`config.mk`:
```
export PLATFORM = sky130hd
export DESIGN_NAME = poly_osc_mixer
export DESIGN_NICKNAME = d
export VERILOG_FILES = /design/src/rtl/poly_osc_mixer.sv
export SDC_FILE = /design/constraint.sdc
export NUM_CORES = 2
export LEC_CHECK = 0
export ABC_AREA = 1
export BUFFER_PORTS_ARGS = -buffer_cell sky130_fd_sc_hd__clkbuf_2
export CORE_MARGIN = 2
export CORE_UTILIZATION = 45
export CTS_BUF_LIST = sky130_fd_sc_hd__clkbuf_16
export CTS_CLUSTER_SIZE = 16
export DETAILED_ROUTE_END_ITERATION = 10
export SLEW_MARGIN = 30
export SYNTH_ARGS = -nofsm -noshare
export SYNTH_HDL_FRONTEND = slang
export SYNTH_SLANG_ARGS = --single-unit
```
`constraint.sdc`:
```
create_clock -name i_clk -period 14.5 [get_ports i_clk]
set_input_delay 1.45 -clock i_clk [delete_from_list [all_inputs] [get_ports i_clk]]
set_output_delay 1.45 -clock i_clk [all_outputs]
set_load 0.005 [all_outputs]
```
`src/rtl/poly_osc_mixer.sv`:
```
// rtl/poly_osc_mixer.sv - N-voice time-multiplexed oscillator and mixer
//
// One shared datapath serves every voice: on an accepted sample tick the
// shadow configuration is copied to the active set, then voice v is processed
// in RUN cycle v. Each voice goes through phase accumulate, waveform lookup
// and amplitude scaling. The scaled voices are summed, shifted, saturated and
// presented offset-binary.
//
// Ports:
//   i_clk, i_rst_n     clock, asynchronous active-low reset
//   i_sample_tick      1-cycle strobe requesting one output sample
//   i_cfg_we           config write strobe into the shadow registers
//   i_cfg_voice        target voice (out-of-range writes are ignored)
//   i_cfg_sel          0=FCW 1=wave 2=amp 3=phase offset
//   i_cfg_data         LSB-aligned write data
//   o_data             mixed sample, offset binary (0x8000 = zero)
//   o_valid            1-cycle pulse when o_data updates
//   o_busy             high while a sample is being computed
//   o_overrun          1-cycle pulse after a tick was dropped while busy
module poly_osc_mixer #(
    parameter int NUM_VOICES = 4,
    parameter int ACC_W      = 24,
    parameter int MIX_SHIFT  = 2,
    localparam int VW        = (NUM_VOICES > 1) ? $clog2(NUM_VOICES) : 1
) (
    input  logic             i_clk,
    input  logic             i_rst_n,
    input  logic             i_sample_tick,
    input  logic             i_cfg_we,
    input  logic [VW-1:0]    i_cfg_voice,
    input  logic [1:0]       i_cfg_sel,
    input  logic [ACC_W-1:0] i_cfg_data,
    output logic [15:0]      o_data,
    output logic             o_valid,
    output logic             o_busy,
    output logic             o_overrun
);

    localparam int SUM_W = 16 + VW + 1;
    localparam logic [VW-1:0] LAST_V = VW'(NUM_VOICES - 1);
    localparam logic [VW:0] NV_W = NUM_VOICES[VW:0];
    localparam logic signed [SUM_W-1:0] SAT_HI = SUM_W'(32767);
    localparam logic signed [SUM_W-1:0] SAT_LO = SUM_W'(-32768);

    typedef enum logic [1:0] {S_IDLE, S_RUN, S_DRAIN, S_OUT} state_t;

    state_t state_q, state_d;
    logic [VW-1:0] cnt_q, cnt_d;
    logic tick_ok;

    logic [ACC_W-1:0] fcw_sh_q  [NUM_VOICES];
    logic [2:0]       wave_sh_q [NUM_VOICES];
    logic [15:0]      amp_sh_q  [NUM_VOICES];
    logic [15:0]      ph_sh_q   [NUM_VOICES];
    logic [ACC_W-1:0] fcw_act_q  [NUM_VOICES];
    logic [2:0]       wave_act_q [NUM_VOICES];
    logic [15:0]      amp_act_q  [NUM_VOICES];
    logic [15:0]      ph_act_q   [NUM_VOICES];
    logic [ACC_W-1:0] acc_q      [NUM_VOICES];

    logic [15:0]              lfsr_q;
    logic signed [15:0]       s1_sample_q;
    logic [15:0]              s1_amp_q;
    logic                     s1_valid_q;
    logic signed [SUM_W-1:0]  sum_q;
    logic [15:0]              data_q, data_d;
    logic                     valid_q, overrun_q;

    logic                     voice_ok;
    logic [ACC_W-1:0]         acc_new;
    logic [15:0]              addr;
    logic [15:0]              wave_s;
    logic signed [32:0]       prod;
    logic signed [SUM_W-1:0]  p_ext;
    logic signed [SUM_W-1:0]  mix;
    logic [15:0]              sat;

    assign voice_ok = {1'b0, i_cfg_voice} < NV_W;

    // FSM next state; only a tick seen in IDLE is accepted
    always_comb begin
        state_d = state_q;
        cnt_d   = cnt_q;
        tick_ok = 1'b0;
        case (state_q)
            S_IDLE: begin
                if (i_sample_tick) begin
                    state_d = S_RUN;
                    cnt_d   = '0;
                    tick_ok = 1'b1;
                end
            end
            S_RUN: begin
                if (cnt_q == LAST_V) begin
                    state_d = S_DRAIN;
                    cnt_d   = '0;
                end else begin
                    cnt_d = cnt_q + VW'(1);
                end
            end
            S_DRAIN: begin
                if (cnt_q[0]) begin
                    state_d = S_OUT;
                    cnt_d   = '0;
                end else begin
                    cnt_d = cnt_q + VW'(1);
                end
            end
            default: state_d = S_IDLE;
        endcase
    end

    // Stage 1: phase accumulate, phase offset and waveform for the current voice
    always_comb begin
        acc_new = acc_q[cnt_q] + fcw_act_q[cnt_q];
        addr    = acc_new[ACC_W-1 -: 16] + ph_act_q[cnt_q];
        wave_s  = '0;
        case (wave_act_q[cnt_q])
            3'd1:    wave_s = addr ^ 16'h8000;
            3'd2:    wave_s = addr[15] ? 16'h8000 : 16'h7FFF;
            3'd3:    wave_s = {(addr[15] ? ~addr[14:0] : addr[14:0]), 1'b0} ^ 16'h8000;
            3'd4:    wave_s = lfsr_q ^ 16'h8000;
            default: wave_s = '0;
        endcase
    end

    // Stage 2: signed amplitude scaling; the arithmetic shift floors toward -inf
    assign prod  = s1_sample_q * $signed({1'b0, s1_amp_q});
    assign p_ext = SUM_W'(prod >>> 16);

    assign mix = sum_q >>> MIX_SHIFT;
    always_comb begin
        if (mix > SAT_HI)      sat = 16'h7FFF;
        else if (mix < SAT_LO) sat = 16'h8000;
        else                   sat = mix[15:0];
        data_d = sat ^ 16'h8000;
    end

    always_ff @(posedge i_clk or negedge i_rst_n) begin
        if (!i_rst_n) begin
            for (int v = 0; v < NUM_VOICES; v++) begin
                fcw_sh_q[v]  <= '0;
                wave_sh_q[v] <= '0;
                amp_sh_q[v]  <= '0;
                ph_sh_q[v]   <= '0;
            end
        end else if (i_cfg_we && voice_ok) begin
            case (i_cfg_sel)
                2'd0:    fcw_sh_q[i_cfg_voice]  <= i_cfg_data;
                2'd1:    wave_sh_q[i_cfg_voice] <= i_cfg_data[2:0];
                2'd2:    amp_sh_q[i_cfg_voice]  <= i_cfg_data[15:0];
                default: ph_sh_q[i_cfg_voice]   <= i_cfg_data[15:0];
            endcase
        end
    end

    // The copy reads the pre-edge shadow values, so a write in the tick cycle
    // only takes effect from the following tick.
    always_ff @(posedge i_clk or negedge i_rst_n) begin
        if (!i_rst_n) begin
            for (int v = 0; v < NUM_VOICES; v++) begin
                fcw_act_q[v]  <= '0;
                wave_act_q[v] <= '0;
                amp_act_q[v]  <= '0;
                ph_act_q[v]   <= '0;
                acc_q[v]      <= '0;
            end
        end else if (tick_ok) begin
            fcw_act_q  <= fcw_sh_q;
            wave_act_q <= wave_sh_q;
            amp_act_q  <= amp_sh_q;
            ph_act_q   <= ph_sh_q;
        end else if (state_q == S_RUN) begin
            acc_q[cnt_q] <= acc_new;
        end
    end

    always_ff @(posedge i_clk or negedge i_rst_n) begin
        if (!i_rst_n) begin
            state_q     <= S_IDLE;
            cnt_q       <= '0;
            lfsr_q      <= 16'hACE1;
            s1_sample_q <= '0;
            s1_amp_q    <= '0;
            s1_valid_q  <= 1'b0;
            sum_q       <= '0;
            data_q      <= 16'h8000;
            valid_q     <= 1'b0;
            overrun_q   <= 1'b0;
        end else begin
            state_q    <= state_d;
            cnt_q      <= cnt_d;
            s1_valid_q <= (state_q == S_RUN);
            valid_q    <= (state_q == S_DRAIN) && cnt_q[0];
            overrun_q  <= i_sample_tick && (state_q != S_IDLE);
            if (tick_ok) begin
                // Fibonacci taps 16,14,13,11, shifting toward the LSB
                lfsr_q <= {lfsr_q[0] ^ lfsr_q[2] ^ lfsr_q[3] ^ lfsr_q[5], lfsr_q[15:1]};
            end
            if (state_q == S_RUN) begin
                s1_sample_q <= wave_s;
                s1_amp_q    <= amp_act_q[cnt_q];
            end
            if (tick_ok) begin
                sum_q <= '0;
            end else if (s1_valid_q) begin
                sum_q <= sum_q + p_ext;
            end
            if ((state_q == S_DRAIN) && cnt_q[0]) begin
                data_q <= data_d;
            end
        end
    end

    assign o_data    = data_q;
    assign o_valid   = valid_q;
    assign o_busy    = (state_q != S_IDLE);
    assign o_overrun = overrun_q;

endmodule

```
-- Word level (Yosys, flattened, before mapping)
Index checks and enable logic that the tools add are counted.
- word-level logic and storage cells: 143
- output and inout bits: 19
- input bits: 32
- bits in registers: 658
- add/sub/neg operators: 4
- magnitude comparators: 6
- multipliers: 1
- reductions and logical operators: 17
- multiplexer cells: 45
- bitwise logic cells: 12
- equal/unequal tests: 12
- operators with widths (kind ; count):
    $bwmux W96 ; 2
    $mux W24 ; 6
    $bwmux W64 ; 2
    $mux W16 ; 8
    $bmux W24 S2 ; 2
    $demux W24 S2 ; 2
    $bmux W16 S2 ; 2
    $pmux W16 S4 ; 1
    $mux W19 ; 2
    $mul A16 B17 Y33 ; 1
    $demux W16 S2 ; 1
    $add A24 B24 Y24 ; 1
    $add A19 B17 Y19 ; 1
    $gt A17 B16 Y1 const B ; 1
    $lt A17 B16 Y1 const B ; 1
    $add A16 B16 Y16 ; 1
    $mux W15 ; 1
    $not A15 Y15 ; 1
    $bwmux W12 ; 1
    $mux W2 ; 6
    $pmux W2 S3 ; 2
    $reduce_and A2 Y1 ; 6
    $mux W3 ; 3
    $bmux W3 S2 ; 1
    20 further kinds ; 42

-- Logic depth before layout (Yosys ltp)
- depth in word-level cells: 10
- depth in mapped cells: 38
- depth with buffers taken out: 35

-- Least setup slack after synthesis
OpenSTA, ideal clock, no wires.
- path type: reg2reg
- from: register s1_amp_q[5]
- to: register sum_q[16]
- data arrival time: 6828 ps
- setup time: 118 ps
- clock period less this slack: 6945 ps
- stages on the path, launching flop included: 35
- setup slack: 7555 ps
- required time: 14382 ps
- buffers on the path: 2
- cell sequence: dfrtp_1 > clkbuf_1 > clkbuf_1 > nand2_1 > fa_1 > inv_1 > fa_1 > inv_1 > fa_1 > inv_1 > fa_1 > fa_1 > inv_1 > fa_1 > inv_1 > ha_1 > a21oi_1 > inv_1 > a31oi_1 > o21ai_0 > a21oi_1 > xnor2_1 > ha_1 > a21o_1 > a21oi_1 > o21ai_1 > nand3_1 > o21ai_1 > nand2_1 > o21bai_1 > nand2_1 > nand2_1 > nand2_1 > nand3_1 > nand2_1
- longest elaborated chain between the ends: 4
- ends and longest elaborated chain (item ; line ; RTL):
    from (decl) ; 63 ; logic [15:0] s1_amp_q;
    from (signal assigned) ; 202 ; s1_amp_q <= amp_act_q[cnt_q];
    $mul A16 B17 Y33 ; 128 ; assign prod = s1_sample_q * $signed({1'b0, s1_amp_q});
    $add A19 B17 Y19 ; 207 ; sum_q <= sum_q + p_ext;
    $mux W19 ; 206 ; end else if (s1_valid_q) begin
    $mux W19 ; 204 ; if (tick_ok) begin
    to (signal assigned) ; 207 ;
    to (decl) ; 65 ; logic signed [SUM_W-1:0] sum_q;
No other way between the ends. The select of a mux whose other input is x is not followed.
A chain may end at the register's enable or synchronous reset.

-- Final worst setup path
- from: register s1_sample_q[15]
- to: register sum_q[16]
- longest elaborated chain between the ends: 4
- ends and longest elaborated chain (item ; line ; RTL):
    from (decl) ; 62 ; logic signed [15:0] s1_sample_q;
    from (signal assigned) ; 201 ; s1_sample_q <= wave_s;
    $mul A16 B17 Y33 ; 128 ;
    $add A19 B17 Y19 ; 207 ;
    $mux W19 ; 206 ;
    $mux W19 ; 204 ;
No other way between the ends. The select of a mux whose other input is x is not followed.

==> summary.txt <==
Clock tree
  – Post-CTS Resized: 0
  – Max clock buf depth: 3
  – CTS tree: built
  – CTS root buf: clkbuf_16
  – Clock Latency Late Sink: 630 ps
  – Hold_buf cts: 0
  – H-tree depth: 3
  – Post-CTS setup buffers: 0
  – Clk sink count: 658
  – Total CTS buffers: 75
  – Clock transition at the registers of the reported paths: ~60 ps

GRT
  – Total track usage: 22.9%
  – Largest net degree at the start of global routing: 215
  – Busiest grt layer: met2
  – Global-route wire length before repair: 164000 µm
  – Initial antenna violation count: 0
  – M2 GR Usage: 36.9%
  – Total grt overflow: 0
  – Vias in the first global route: a little under 30k
  – Grt met1 use: 33.3%
  – GRT met3 Usage: roughly 2.1%

Worst setup path
  – Worst Reg2Reg Path Length in Cells: 28
  – CP Launch Type: register
  – Worst r2r dst: sum_q[16]
  – Critical path class: reg -> reg
  – Crit path DAT: 8190 ps
  – Worst path most repeated cell: nand2_1
  – RR Startpoint: s1_sample_q[15]
  – Setup slack, reg-to-reg: ~6800 ps
  – Crit path required time: 15010 ps
  – Crit path max-delay cell type: dfrtp_1
  – Crit end category: register
  – Crit path largest cell delay: 630 ps
  – Crit Path Max Fanout: 11

STA
  – Hold Vio Cnt, Final: 0
  – Setup Viol. Count Final: 0
  – WHS: around 450 ps
  – RSZ-0062 raised after global routing: no
  – Fin. max-slew vios: 0
  – Worst Tran Pin Value: 946 ps
  – Worst Clk Skew: between 30 and 40 ps
  – Achievable clock frequency: 0.130 GHz
  – Fin Setup TNS: 0 ps
  – Final Critical Period: 7680 ps
  – Slew margin rel.: 36.7%
  – Final Cycle Share: between 50% and 60%

Routing
  – Post-DRT Antenna Nets: 0
  – Residual DRC: 0
  – Via count: 30.4k
  – Drt pass-1 iters: 5
  – Via density: 5.12
  – WL final: 100000 µm
  – Starting DRT DRC Count: 2184
  – Detailed-route wire length per cell: ~17 µm

Floorplan
  – Die area: 89100 µm²
  – Die height: ~300 µm
  – Initial core utilization: 45.2%
  – Std cell rows: 108
  – CORE AREA: 86300 µm²
  – Die width: 299 µm
  – Num ports: 51

Placed design
  – Placed insts: roughly 5.8k
  – GP Congestion: between 0.8 and 0.9
  – DP HPWL: between 60000 and 70000 µm
  – Port bufs: 50

Synthesis
  – Sequential element share of the synthesized area: a little over two fifths
  – Yosys top cell area share: a little over two fifths
  – Synthesis warning total: 0
  – Synth area leader: dfrtp_1
  – Syn Nets: between 5k and 6k
  – Top cells by area, synth: dfrtp_1 42%, nand2_1 16%, fa_1 10%
  – Synth Cell Area: between 30000 and 40000 µm²
  – Netlist cell types: just under 60
  – Syn_area_per_cell: 8.10 µm²
  – Cell count after synthesis: 4818
  – #FFs+latches synth: approximately 660

Worst hold path
  – Startpoint of the worst hold path: ph_sh_q[57]
  – HP Class: reg -> reg
  – Worst hold endpoint: ph_act_q[57]
  – Hold Path Depth: 2

Cells and area
  – Post-Layout Cell Count: 5938
  – Area Growth Syn to Fin: 8.70%
  – NumNets Final: 5140
  – # diodes: 0
  – Layout cell share with drive strength beyond 1: a little under 6%

Flow run
  – MaxCap Viol Count: 0

Status
  – Status: finished, final reports clean
layout make-up:
class                           instances  area, µm²
Tap cell                             1155       1450
Clock buffer                           75       1880
Sequential cell                       658      16500
Timing Repair Buffer                   87        618
Fill cell                            8454      43900
Inverter                              603       2270
Clock inverter                         59        432
Multi-Input combinational cell       3301      19300
layer usage:
metal	up-vias	part of all wire (%)
met4	0	2.0
met5	-	0
met2	603	46
li1	14900	-
met1	14800	48
met3	119	3.9
placed cells by master (no fill, tap or decap), types with 11 or more instances in the layout:
cell type | synthesis | final
a21oi_1 | 118 | 117
a31oi_1 | 13 | 13
buf_4 | 4 | 29
clkbuf_16 | 0 | 75
clkbuf_2 | 0 | 49
clkinv_1 | 2 | 24
dfrtp_1 | 649 | 647
fa_1 | 196 | 196
ha_1 | 186 | 185
inv_1 | 585 | 595
inv_2 | 16 | 15
nand2_1 | 1636 | 1634
nand2_2 | 16 | 17
nand2_4 | 10 | 11
nand3_1 | 55 | 51
nor2_1 | 230 | 228
o21ai_0 | 601 | 601
o21ai_1 | 13 | 13
o21bai_1 | 12 | 12
o22ai_1 | 60 | 60
xnor2_1 | 18 | 18
xor2_1 | 36 | 36
critical path, delay by kind of cell (launching register included):
kind,cells,cell delay (ps)
buffers and inverters,3,570
adder cells (fa/ha/maj),8,3760
AO/OA/AOI/OAI,3,660
AND/OR/NAND/NOR,13,1810
XOR/XNOR,1,120
flip-flops,1,630
through the flow:
stage	worst slack [ps]	utilization, %	area (µm²)
2_1_floorplan	7550	-	39000
3_3_place_gp	6830	46.4	40000
3_5_place_dp	6830	46.4	40000
4_1_cts	6820	49.1	42400
5_1_grt	6220	49.1	42400
6_report	6820	49.1	42400
cell usage after synthesis (all sizes together):
cell type	instances
dlygate4sd3	1
nor2	234
o21ai	615
or2	9
o211ai	4
a21oi	120
nand2	1662
nand4	10
nor3	11
nor4	5
a22oi	8
ha	186
a221oi	1
o22a	1
inv	601
o21bai	12
fa	196
dfstp	9
a32oi	6
a22o	3
nand3b	5
o22ai	60
clkinv	2
a21o	2
a31oi	13
o21a	8
buf	23
xnor2	18
dfrtp	649
o31ai	9
nor3b	1
clkbuf	231
nand3	61
xor2	37
dlygate4sd1	1
a31o	2
a211oi	2
flip-flops by register name (all words and copies together) (netlist names):
name	cells
amp_act_q	64
acc_q	96
s1_amp_q	16
ph_act_q	64
cnt_q	2
fcw_act_q	96
sum_q	19
fcw_sh_q	96
ph_sh_q	64
amp_sh_q	64
s1_valid_q	1
wave_sh_q	12
o_overrun	1
s1_sample_q	16
o_data	16
state_q	2
wave_act_q	12
lfsr_q	16
o_valid	1
how the worst max path moves through the flow:
stage          cells past startpoint  slack [ps]       startpoint         to
4_1_cts                           28        6820  s1_sample_q[15]  sum_q[16]
6_report                          28        6820  s1_sample_q[15]  sum_q[16]
3_3_place_gp                      28        6830  s1_sample_q[15]  sum_q[16]
2_1_floorplan                     34        7550      s1_amp_q[5]  sum_q[16]
5_1_grt                           28        6220  s1_sample_q[15]  sum_q[17]
3_5_place_dp                      28        6830  s1_sample_q[15]  sum_q[16]
kinds of logic after synthesis:
group | Yosys count | synth area share (%)
buffers and inverters | 859 | 8.48
adders and majority gates | 382 | 16.0
and+or+nand+nor | 1998 | 20.1
DFF | 658 | 42.2
AOI/OAI and AO/OA | 866 | 11.9
xor gates and xnor gates | 55 | 1.25
Power is left out: the tool's default activity adds up to more than one toggle a clock period on the data nets, which glitch-free logic cannot reach.
